<file path="config.mk">
export PLATFORM = sky130hd
export DESIGN_NAME = mac_tx
export DESIGN_NICKNAME = d
export VERILOG_FILES = /design/src/rtl/mac_tx.sv
export SDC_FILE = /design/constraint.sdc
export NUM_CORES = 1
export LEC_CHECK = 0
export ABC_CLOCK_PERIOD_IN_PS = 3200
export BUFFER_PORTS_ARGS = -buffer_cell sky130_fd_sc_hd__buf_2
export CAP_MARGIN = 25
export CORE_MARGIN = 3
export CORE_UTILIZATION = 45
export CTS_CLUSTER_SIZE = 16
export DETAILED_ROUTE_END_ITERATION = 10
export PLACE_DENSITY = 0.76
export SETUP_SLACK_MARGIN = 0.1
export SYNTH_ARGS = -nofsm -noshare
export SYNTH_HDL_FRONTEND = slang
export SYNTH_SLANG_ARGS = --single-unit
export TNS_END_PERCENT = 10
</file>
<file path="constraint.sdc">
create_clock -name in_txc -period 3.2 [get_ports in_txc]
set_input_delay 0.48 -clock in_txc [delete_from_list [all_inputs] [get_ports in_txc]]
set_output_delay 0.48 -clock in_txc [all_outputs]
set_load 0.05 [all_outputs]
</file>
<file path="src/rtl/mac_tx.sv">
// mac_tx: transmit MAC framer (preamble, SFD, header, payload, zero pad, CRC-32 FCS, inter-packet gap)
// Ports:
//   in_txc, in_rst_n                          byte clock, synchronous active-low reset
//   in_start, in_dest_mac, in_src_mac,
//   in_ether_type                             frame request and header, sampled together in IDLE
//   in_valid, in_data, in_last, out_ready     payload byte stream
//   out_busy                                  high whenever not IDLE
//   out_txen, out_txd, out_txer               registered GMII-style PHY transmit interface
//   out_oversize                              pulse when payload is truncated at MAX_PAYLOAD
module mac_tx #(
   parameter logic [7:0] PREAMBLE_BYTE = 8'hAA,
   parameter logic [7:0] SFD_BYTE      = 8'hD5,
   parameter int         MIN_PAYLOAD   = 46,
   parameter int         MAX_PAYLOAD   = 1500,
   parameter int         IPG_BYTES     = 12
) (
   input  logic        in_txc,
   input  logic        in_rst_n,
   input  logic        in_start,
   input  logic [47:0] in_dest_mac,
   input  logic [47:0] in_src_mac,
   input  logic [15:0] in_ether_type,
   input  logic        in_valid,
   input  logic [7:0]  in_data,
   input  logic        in_last,
   output logic        out_ready,
   output logic        out_busy,
   output logic        out_txen,
   output logic [7:0]  out_txd,
   output logic        out_txer,
   output logic        out_oversize
);
   typedef enum logic [3:0] {IDLE, PRE, SFD, DEST, SRC, TYPE, PAYLOAD, PAD, FCS, IPG} state_t;
   localparam logic [10:0] MIN_P    = 11'(MIN_PAYLOAD);
   localparam logic [10:0] MAX_P    = 11'(MAX_PAYLOAD);
   localparam logic [3:0]  IPG_LAST = 4'(IPG_BYTES - 1);
   state_t state, nxt_state;
   logic [3:0] cnt, nxt_cnt;
   logic [10:0] pcnt, nxt_pcnt, pcnt_inc;
   logic [31:0] crc, nxt_crc;
   logic [111:0] hdr, nxt_hdr;
   logic nxt_txen, nxt_txer, nxt_ovs;
   logic [7:0] nxt_txd;
   function automatic logic [31:0] crc_byte(input logic [31:0] c, input logic [7:0] d);
      logic [31:0] r;
      r = c ^ {24'd0, d};
      for (int i = 0; i < 8; i++) r = r[0] ? (r >> 1) ^ 32'hEDB88320 : r >> 1;
      return r;
   endfunction
   assign pcnt_inc = pcnt + 11'd1;
   assign out_ready = state == PAYLOAD;
   assign out_busy = state != IDLE;
   // header is held as one shift register so DEST, SRC and TYPE all send its top byte
   always_comb begin
      nxt_state = state;
      nxt_cnt = cnt + 4'd1;
      nxt_pcnt = pcnt;
      nxt_crc = crc;
      nxt_hdr = hdr;
      nxt_txen = 1'b1;
      nxt_txd = 8'h00;
      nxt_txer = 1'b0;
      nxt_ovs = 1'b0;
      case (state)
         IDLE: begin
            nxt_txen = 1'b0;
            nxt_cnt = 4'd0;
            if (in_start) begin
               nxt_state = PRE;
               nxt_pcnt = 11'd0;
               nxt_crc = '1;
               nxt_hdr = {in_dest_mac, in_src_mac, in_ether_type};
            end
         end
         PRE: begin
            nxt_txd = PREAMBLE_BYTE;
            if (cnt == 4'd6) begin
               nxt_state = SFD;
               nxt_cnt = 4'd0;
            end
         end
         SFD: begin
            nxt_txd = SFD_BYTE;
            nxt_state = DEST;
            nxt_cnt = 4'd0;
         end
         DEST, SRC, TYPE: begin
            nxt_txd = hdr[111:104];
            nxt_hdr = hdr << 8;
            nxt_crc = crc_byte(crc, hdr[111:104]);
            if (cnt == (state == TYPE ? 4'd1 : 4'd5)) begin
               nxt_state = state == DEST ? SRC : state == SRC ? TYPE : PAYLOAD;
               nxt_cnt = 4'd0;
            end
         end
         PAYLOAD: begin
            nxt_cnt = 4'd0;
            if (in_valid) begin
               nxt_txd = in_data;
               nxt_crc = crc_byte(crc, in_data);
               nxt_pcnt = pcnt_inc;
               if (in_last) nxt_state = pcnt_inc < MIN_P ? PAD : FCS;
               else if (pcnt_inc == MAX_P) begin
                  nxt_state = FCS;
                  nxt_ovs = 1'b1;
               end
            end else begin
               nxt_txer = 1'b1;
               nxt_state = IPG;
            end
         end
         PAD: begin
            nxt_cnt = 4'd0;
            nxt_crc = crc_byte(crc, 8'h00);
            nxt_pcnt = pcnt_inc;
            if (pcnt_inc == MIN_P) nxt_state = FCS;
         end
         FCS: begin
            nxt_txd = ~crc[{cnt[1:0], 3'd0} +: 8];
            if (cnt == 4'd3) begin
               nxt_state = IPG;
               nxt_cnt = 4'd0;
            end
         end
         IPG: begin
            nxt_txen = 1'b0;
            if (cnt == IPG_LAST) begin
               nxt_state = IDLE;
               nxt_cnt = 4'd0;
            end
         end
         default: nxt_state = IDLE;
      endcase
   end
   always_ff @(posedge in_txc) begin
      if (!in_rst_n) begin
         state <= IDLE;
         cnt <= 4'd0;
         pcnt <= 11'd0;
         crc <= 32'd0;
         hdr <= '0;
         out_txen <= 1'b0;
         out_txd <= 8'h00;
         out_txer <= 1'b0;
         out_oversize <= 1'b0;
      end else begin
         state <= nxt_state;
         cnt <= nxt_cnt;
         pcnt <= nxt_pcnt;
         crc <= nxt_crc;
         hdr <= nxt_hdr;
         out_txen <= nxt_txen;
         out_txd <= nxt_txd;
         out_txer <= nxt_txer;
         out_oversize <= nxt_ovs;
      end
   end
endmodule

</file>
==> metrics.txt, run 1 <==
area taken by multi-input logic gates=6750 um^2; via count=10000; RSZ-0062 raised after global routing=no; mux contribution to synthesized area=0.0252; Max stage delay on crit path=0.66 ns; DR iter-0 viols=969; worst r2r src=crc[3]; Synth Area in Adders=0.00584; post-route minimum period=2.68 ns; EDFF count, synth=0; worst path cell trace=xor2_1, buf_4, xnor2_1, xor2_1, xnor2_1, o21ai_0, a221oi_1, nor2_1; IO buf count=137; Area Growth Syn to Fin=15.1%; placed wire-length estimate=21600 um; die area=25700 um^2; largest cells by area after synthesis=dfxtp_1 33%, xnor2_1 12%, o211a_1 9.9%; Die Wd=160 um; routed len/inst=17.8 um; R2R depth=8; top cell type's share of synthesized area=0.325; Crit Path Class=reg2reg; Flop pwr share=0.258; Worst Setup EP=crc[19]; Internal=7.93 mW; DR DRC count=0; I/O pins=138; Initial Util=0.466; P_leak=5.77 nW; Cells after Synth=1329; clk sinks=174; NetSw=6.33 mW; period utilization=0.839; worst-path fanout max=8; Die Height=160 um; clk slew on worst S/H paths=0.07 ns; Syn Area/Cell=8.06 um^2; Main synth FF type=dfxtp_1; core area=23000 um^2; max-cap violations=0; Ys Warns=0; GR Overflow Total=0; startpoint types=flop; gpl congestion=1.00; CTS Root Cell=clkbuf_16; Crit Reg-Reg Endpoint=crc[19]; Post-CTS Setup Inserts=0; initial antenna violation count=3; fin nets=1541; post-CTS sizing=0; TritonCTS clock tree=done; number of global-route vias before repair=9269; largest net degree at the start of global routing=118; # fillers=2181; Slew headroom=0.442; fmax=372 MHz; global-route usage over all layers=0.235; Worst path slowest cell=dfxtp_1; Hold Violations, Final=0; clock group share of total power=0.142; Post-Route Utilization=0.536; CTS buffer count=17; Synth Area in Compound Gates=0.212; Combinational Power Share=0.600; Seq. cell area=3480 um^2; Worst Hold Class=in2reg; hold_buf cts=0; post-route setup TNS=0 ns; CTS H-tree lvls=4; register area share after synthesis=0.325; Rows=55; final slew viol count=0; switching part of the total=0.444; mapped cell area=10700 um^2; Critical Path AT=2.99 ns; kind of end point of the critical path=flop; worst vdd rail ir drop=543 uV; endpoints failing setup=0; Max Clock Skew=0.0134 ns; cell taking the most area after synthesis=dfxtp_1; Slew @ Worst Pin=0.831 ns; Clock Path Buffers=2; XOR/XNOR Fraction of Synth Area=0.182; Critical path origin=crc[3]; Cell variety after synth=57; Post-Synth Simple-Gate Area=0.202; Seq cells post-synth=174; syn_nets=1459; DR pass1 iterations=7; Routed Antenna Nets=0; layout cells sized above 1=0.166; Vias/cell=5.78; critical path data required time=3.51 ns; final WL=31000 um; R2R setup slack=0.52 ns; status=complete, no violations; clk_lat worst skew=0.43 ns; first-pass GRT wire length=49700 um; Power Density=1160 nW/um^2; Synth async-reset ratio=0; main combinational cell family by area after synthesis=compound AO/OA/AOI/OAI gates
## sequential cells by signal, summed over array words and instances (netlist names)
name and cells:
out_txer 1, pcnt 11, hdr 112, out_txd 8, out_txen 1, state 4
out_oversize 1, crc 32, cnt 4
## cell usage after synthesis, types with 8 or more instances
| library cell | count |
|---|---|
| o21ai_0 | 67 |
| and2_1 | 11 |
| o221ai_1 | 8 |
| o211a_1 | 106 |
| mux4_2 | 8 |
| nand2_1 | 263 |
| a21boi_0 | 14 |
| xnor2_1 | 144 |
| mux2i_1 | 9 |
| nor3_1 | 9 |
| nand3_1 | 120 |
| clkbuf_1 | 102 |
| buf_2 | 10 |
| inv_1 | 10 |
| dfxtp_1 | 174 |
| nor2_1 | 46 |
| a21oi_1 | 45 |
| xor2_1 | 64 |
| a221oi_1 | 20 |
## final cells by class
type / instances / area share
multi-input combinational: 1026 / 0.548
inverter: 10 / 0.00305
sequential: 174 / 0.283
clock inverter: 13 / 0.0103
antenna: 1 / 0.000203
tap: 313 / 0.0318
clock buffer: 19 / 0.0359
timing repair buffer: 182 / 0.0883
## cell families after synthesis
logic type	Yosys count
AOI/OAI and AO/OA	300
xor gates and xnor gates	214
adders and majority gates	5
buffers and inverters	129
DFF	174
muxes	17
and+or+nand+nor	490
## placed cells by master (no fill, tap or decap), types with 9 or more instances in the layout
cell type,Yosys,routed
a21boi_0,14,14
a21oi_1,45,44
a221oi_1,20,20
and2_1,11,11
buf_2,10,136
buf_4,3,41
clkbuf_16,0,17
dfxtp_1,174,174
inv_1,10,10
mux2i_1,9,9
nand2_1,263,262
nand3_1,120,120
nor2_1,46,46
nor3_1,9,9
o211a_1,106,106
o21ai_0,67,67
xnor2_1,144,144
xor2_1,64,64
## stage by stage
| stage | hold WS [ns] | instances | worst slack (ns) | total power, mW | cell area (um^2) |
|---|---|---|---|---|---|
| after floorplan | 0.441 | 1329 | 0.747 | 10.0 | 10700 |
| after global placement | 0.452 | 1705 | 0.611 | 11.8 | 11800 |
| after detailed placement | 0.459 | 1705 | 0.609 | 12.0 | 11800 |
| after CTS | 0.298 | 1737 | 0.529 | 14.1 | 12300 |
| after global routing | 0.314 | 1737 | 0.286 | 15.2 | 12300 |
| final | 0.307 | 1738 | 0.515 | 14.3 | 12300 |
## layer usage
metal | up-vias | wire [um] | track usage
met3 | 71 | 2980 | 0.0586
met2 | 472 | 14000 | 0.366
li1 | 4782 | - | -
met4 | 6 | 704 | 0.0675
met5 | - | 41 | 0
met1 | 4706 | 13200 | 0.325
## power groups by stage
stage,Combinational [mW],Sequential (mW),Clock [mW]
2_1_floorplan,6.60,3.44,0
3_3_place_gp,8.15,3.68,0
3_5_place_dp,8.31,3.70,0
4_1_cts,8.42,3.66,2.05
5_1_grt,9.24,3.78,2.14
6_report,8.55,3.68,2.03
## worst min path at each step
| stage | startpoint | end | slack, ns | cells past startpoint |
|---|---|---|---|---|
| after detailed placement | hdr[2] | hdr[2] | 0.46 | 2 |
| after CTS | in_ether_type[0] | hdr[0] | 0.30 | 3 |
| after global placement | hdr[3] | hdr[3] | 0.45 | 2 |
| final | in_ether_type[0] | hdr[0] | 0.31 | 3 |
| after floorplan | hdr[0] | hdr[0] | 0.44 | 2 |
| after global routing | in_ether_type[0] | hdr[0] | 0.31 | 3 |
## worst max-delay path: cells and delay by family (launching register included)
kind | cells | cell delay, ns
AND/OR/NAND/NOR | 1 | 0.07
buffers and inverters | 1 | 0.26
flip-flops | 1 | 0.66
AO/OA/AOI/OAI | 2 | 0.33
XOR/XNOR | 4 | 1.23
(Power assumes the default switching activity.)
==> inputs of run 2 (changes only) <==
ABC_CLOCK_PERIOD_IN_PS = 2750   (was 3200)
clock period = 2.75 ns   (was 3.2 ns; I/O delays follow)
==> run 2 against run 1 <==
  * Wire length rose by 1.9%
  * Worst hold slack got worse by 0.075 ns
  * Power rose by 20%
  * Via count fell by 0.54%
  * Setup slack got worse by 0.28 ns
==> metrics.txt, run 2 (same netlist as run 1, synthesis figures left out) <==
number of global-route vias before repair=9404 (+1.5%); Vias/cell=5.68 (-1.7%); fin worst setup slack=0.232 ns (-0.283 ns); startpoint types=flop; initial antenna violation count=1 (-2); final WL=31600 um (+1.9%); NetSw=7.59 mW (+20%); clk_lat worst skew=0.44 ns (about the same); Die Wd=160 um (unchanged); GR Overflow Total=0 (unchanged); CTS H-tree lvls=4 (unchanged); Max Clock Skew=0.0143 ns (+0.000893 ns); Reg with most FFs=hdr; commonest non-fill, non-tap cell in the layout=nand2_1; Crit Path Class=reg2reg; TritonCTS clock tree=done; status=complete, no violations; IO buf count=137 (unchanged); Die Height=160 um (unchanged); placed wire-length estimate=22300 um (+3.3%); Routed Antenna Nets=0 (unchanged); DR iter-0 viols=873 (-9.9%); Flop pwr share=0.251 (-0.007); die area=25700 um^2 (unchanged); clk sinks=174 (unchanged); switching part of the total=0.443 (-0.000464); endpoints failing setup=0 (unchanged); Hold Path End=hdr[2]; HP Start=in_ether_type[2]; clock group share of total power=0.147 (+0.005); R2R depth=8 (unchanged); critical path data required time=3.08 ns (-0.43 ns); global-route usage over all layers=0.241 (+0.00516); Rows=55 (unchanged); worst-path fanout max=8 (unchanged); period utilization=0.916 (+0.0767); most frequent cells in the layout=262 x nand2_1, 168 x dfxtp_1, 144 x xnor2_1; max FFs per register=112 (unchanged); Critical Path AT=2.85 ns (-0.14 ns); Crit Reg-Reg Endpoint=crc[19]; P_leak=5.91 nW (+2.4%); Slew headroom=0.498 (+0.0558); post-route minimum period=2.52 ns (-0.167 ns); post-route setup TNS=0 ns (unchanged); clk slew on worst S/H paths=0.08 ns (about the same); I/O pins=138 (unchanged); first-pass GRT wire length=50600 um (+1.8%); DR pass1 iterations=5 (-2); max-cap violations=0 (unchanged); biggest regs=hdr: 112 flops, crc: 32 flops, pcnt: 11 flops; worst vdd rail ir drop=637 uV (+17%); worst r2r src=crc[0]; Post-CTS Setup Inserts=0 (unchanged); final slew viol count=0 (unchanged); layout cells sized above 1=0.184 (+0.0177); Hold Violations, Final=0 (unchanged); DR DRC count=0 (unchanged); kind of end point of the critical path=flop; hold_buf cts=0 (unchanged); fin nets=1562 (+1.4%); core area=23000 um^2 (unchanged); RSZ-0062 raised after global routing=no; Placement Setup Slack=0.202 ns (-0.408 ns); routed len/inst=18.0 um (+0.73%); Initial Util=0.466 (unchanged); largest net degree at the start of global routing=108 (-8.5%); Internal=9.54 mW (+20%); Post-Route Utilization=0.547 (+0.0107); CTS Root Cell=clkbuf_16; Clock Path Buffers=2 (unchanged); worst hold stages=3 (unchanged); via count=9983 (-0.54%); gpl congestion=0.982 (-2.2%); post-CTS sizing=0 (unchanged); Combinational Power Share=0.602 (+0.002); Slew @ Worst Pin=0.753 ns (-0.0778 ns); R2R setup slack=0.23 ns (-0.28 ns); Area Growth Syn to Fin=17.4%; Worst Hold Class=in2reg; CTS buffer count=17 (unchanged); Power Density=1360 nW/um^2 (+18%); fmax=397 MHz (+6.6%)
[run 2: cell types whose count changed in the layout (fill, tap and decap cells not counted), sizes merged]
| cell | delta |
|---|---|
| clkinvlp | -2 |
| inv | +2 |
| clkinv | +2 |
| clkbuf | -2 |
| buf | +21 |
[run 2: worst max path at each step]
| stage | end | startpoint | depth (start not counted) |
|---|---|---|---|
| 2_1_floorplan | state[0] | pcnt[0] | 10 |
| 3_3_place_gp | state[1] | pcnt[0] | 8 |
| 3_5_place_dp | state[0] | pcnt[0] | 8 |
| 4_1_cts | state[0] | pcnt[0] | 8 |
| 5_1_grt | state[1] | state[1] | 7 |
| 6_report | crc[19] | crc[0] | 8 |
[run 2: power groups by stage]
| stage | clock network, mW | registers [mW] | logic (mW) |
|---|---|---|---|
| final | 2.52 | 4.29 | 10.3 |
| after global routing | 2.68 | 4.41 | 11.0 |
| after CTS | 2.57 | 4.28 | 10.2 |
| after detailed placement | 0 | 4.33 | 10.1 |
| after global placement | 0 | 4.29 | 10.0 |
| after floorplan | 0 | 4.01 | 7.68 |
[run 2: critical path, stage by stage (launching register included)]
cell      delay (ns)
dfxtp_1         0.44
xnor2_4         0.46
xnor2_2         0.15
buf_4           0.18
xnor2_1         0.44
xnor2_1         0.22
xnor2_1         0.17
a221oi_1        0.29
nor2_1          0.06
[run 2: through the flow]
step / cell area (um^2) / total power, mW / hold slack, ns / cells
floorplan: 10700 / 11.7 / 0.441 / 1329
global placement: 11900 / 14.3 / 0.449 / 1726
detailed placement: 11900 / 14.5 / 0.455 / 1726
CTS: 12600 / 17.1 / 0.222 / 1758
global route: 12600 / 18.1 / 0.227 / 1758
finish: 12600 / 17.1 / 0.232 / 1759
[run 2: area by class of cell]
type / instances / area [um^2]
fillers: 2169 / 10400
well taps: 313 / 392
inverters: 10 / 37.5
multi-input cells: 1026 / 6750
diodes: 1 / 2.50
clock inverters: 15 / 196
flip-flops and latches: 174 / 3490
repair buffers: 203 / 1270
clock buffers: 17 / 425
[run 2: layer usage]
metal,part of all wire,vias to the layer above,routed length (um),global-route usage
met3,0.083,57,2630,0.0547
met4,0.019,2,609,0.0706
met2,0.45,433,14200,0.374
li1,-,4829,-,-
met1,0.45,4662,14100,0.334
met5,0.00022,-,7,0
==> inputs of run 3 (changes only) <==
PLACE_DENSITY = 0.69   (was 0.76)
TNS_END_PERCENT = default   (was 10)
==> run 3 against run 2 <==
  * Core utilization is 0.34 points higher
  * Count of clock-buffer cells in the layout is 1 higher
  * Via count is 0.51% higher
  * Critical endpoint is now state[1]
  * Combinational power hardly changed
  * Global-route usage is 0.84 points higher
  * Wire length is 2.1% higher
  * Critical path type unchanged
  * Sequential share of layout area is 0.17 points lower
  * Final cell count is 0.74% higher
  * Cell area is 0.62% higher
  * Critical path depth stayed put
  * Power is 1.6% higher
==> metrics.txt, run 3 (same netlist as run 1, synthesis figures left out) <==
status=complete, no violations; first-pass GRT wire length=51800 um (+2.3%); Area Growth Syn to Fin=18.1%; initial antenna violation count=8 (+7); commonest non-fill, non-tap cell in the layout=nand2_1; Clock Path Buffers=2 (unchanged); Routed Antenna Nets=0 (unchanged); kind of end point of the critical path=flop; clock group share of total power=0.147 (about the same); final slew viol count=0 (unchanged); Slew @ Worst Pin=0.718 ns (-0.0352 ns); CTS Root Cell=clkbuf_16; largest net degree at the start of global routing=103 (-4.6%); IO buf count=137 (unchanged); global-route usage over all layers=0.249 (+0.00844); worst-path fanout max=13 (+5); Vias/cell=5.66 (-0.23%); Initial Util=0.466 (unchanged); biggest regs=hdr: 112 flops, crc: 32 flops, pcnt: 11 flops; Slew headroom=0.518 (+0.0200); Crit Path Class=reg2reg; hold_buf cts=0 (unchanged); final WL=32300 um (+2.1%); I/O pins=138 (unchanged); clk sinks=174 (unchanged); Power Density=1380 nW/um^2 (+1.0%); startpoint types=flop; DR DRC count=0 (unchanged); Die Wd=160 um (unchanged); Flop pwr share=0.246 (-0.005); Placement Setup Slack=0.139 ns (-0.0628 ns); # fillers=2250 (+3.7%); RSZ-0062 raised after global routing=no; clk slew on worst S/H paths=0.07 ns (about the same); post-route minimum period=2.46 ns (-0.0577 ns); WHS=0.238 ns (+0.00591 ns); CTS buffer count=17 (unchanged); Hold Violations, Final=0 (unchanged); Worst Hold Class=in2reg; GR Overflow Total=0 (unchanged); Max stage delay on crit path=0.48 ns (+0.02 ns); placed wire-length estimate=22500 um (+0.99%); most frequent cells in the layout=262 x nand2_1, 168 x dfxtp_1, 144 x xnor2_1; die area=25700 um^2 (unchanged); number of global-route vias before repair=9435 (+0.33%); DR iter-0 viols=787 (-9.9%); NetSw=7.57 mW (-0.36%); Worst path slowest cell=a2111oi_0; gpl congestion=0.983 (about the same); Max Clock Skew=0.0116 ns (-0.00266 ns); via count=10000 (+0.51%); DR pass1 iterations=5 (unchanged); TritonCTS clock tree=done; max-cap violations=0 (unchanged); Combinational Power Share=0.607 (+0.005); fin nets=1574 (+0.77%); max FFs per register=112 (unchanged); Die Height=160 um (unchanged); P_leak=5.96 nW (+0.91%); worst path buffer plus inverter count=0 (-1); fmax=406 MHz (+2.3%); fin worst setup slack=0.290 ns (+0.0577 ns); routed len/inst=18.2 um (+1.4%); worst path cell trace=ha_4, nand3b_1, a2111oi_0, a31oi_1, nor4_2, nor3_1, or3_1, mux2i_1; clk_lat worst skew=0.44 ns (about the same); Reg with most FFs=hdr; switching part of the total=0.435 (-0.00870); critical path data required time=3.07 ns (about the same); Internal=9.85 mW (+3.2%); CTS H-tree lvls=4 (unchanged); worst vdd rail ir drop=725 uV (+14%); family with the most delay on the worst path=simple AND/OR/NAND/NOR gates; layout cells sized above 1=0.191 (+0.00672); core area=23000 um^2 (unchanged); post-route setup TNS=0 ns (unchanged); Rows=55 (unchanged); period utilization=0.895 (-0.0210); Post-CTS Setup Inserts=0 (unchanged); endpoints failing setup=0 (unchanged); Critical Path AT=2.78 ns (-0.07 ns)
## run 3: tightest hold or removal path: stages
cell and delay, ns:
buf_2 0.10, nand3_1 0.05, a21boi_0 0.07
## run 3: layout make-up
type	instances	area, um^2	area share
antenna	2	5.00	0.000396
clock buffer	18	439	0.0347
clock inverter	14	171	0.0136
inverter	10	37.5	0.00297
multi-input combinational	1026	6760	0.535
sequential	174	3490	0.276
tap	313	392	0.0310
timing repair buffer	215	1350	0.107
## run 3: metal layers
| layer | wire length [um] | global-route usage | vias up |
|---|---|---|---|
| met5 | 57 | 0 | - |
| met3 | 2770 | 0.0633 | 61 |
| li1 | - | - | 4838 |
| met4 | 610 | 0.0639 | 12 |
| met1 | 14600 | 0.354 | 4732 |
| met2 | 14300 | 0.377 | 391 |
## run 3: path summary, 6_finish.rpt
kind,start,to,slack (ns),depth (start not counted)
max,pcnt[0],state[1],0.29,8
min,in_ether_type[0],hdr[0],0.24,3
max reg2reg,pcnt[0],state[1],0.29,8
min reg2reg,hdr[2],hdr[2],0.46,2
## run 3: power groups by stage
stage               Sequential, mW  Clock [mW]  Combinational (mW)
floorplan                     4.01           0                7.68
global placement              4.30           0                10.3
detailed placement            4.32           0                10.4
CTS                           4.27        2.60                10.5
global route                  4.40        2.71                11.4
finish                        4.29        2.56                10.6
## run 3: per-stage QoR
stage | instances | utilization | power [mW] | area (um^2)
detailed placement | 1738 | 0.523 | 14.7 | 12000
floorplan | 1329 | - | 11.7 | 10700
global route | 1772 | 0.550 | 18.5 | 12600
CTS | 1770 | 0.549 | 17.3 | 12600
finish | 1772 | 0.550 | 17.4 | 12600
global placement | 1738 | 0.523 | 14.6 | 12000
## run 3: timing repair
item                                    in CTS  in global routing
endpoints found under the hold margin        0                  0
endpoints found under the setup margin       0                  5
resized for setup                            0                  8
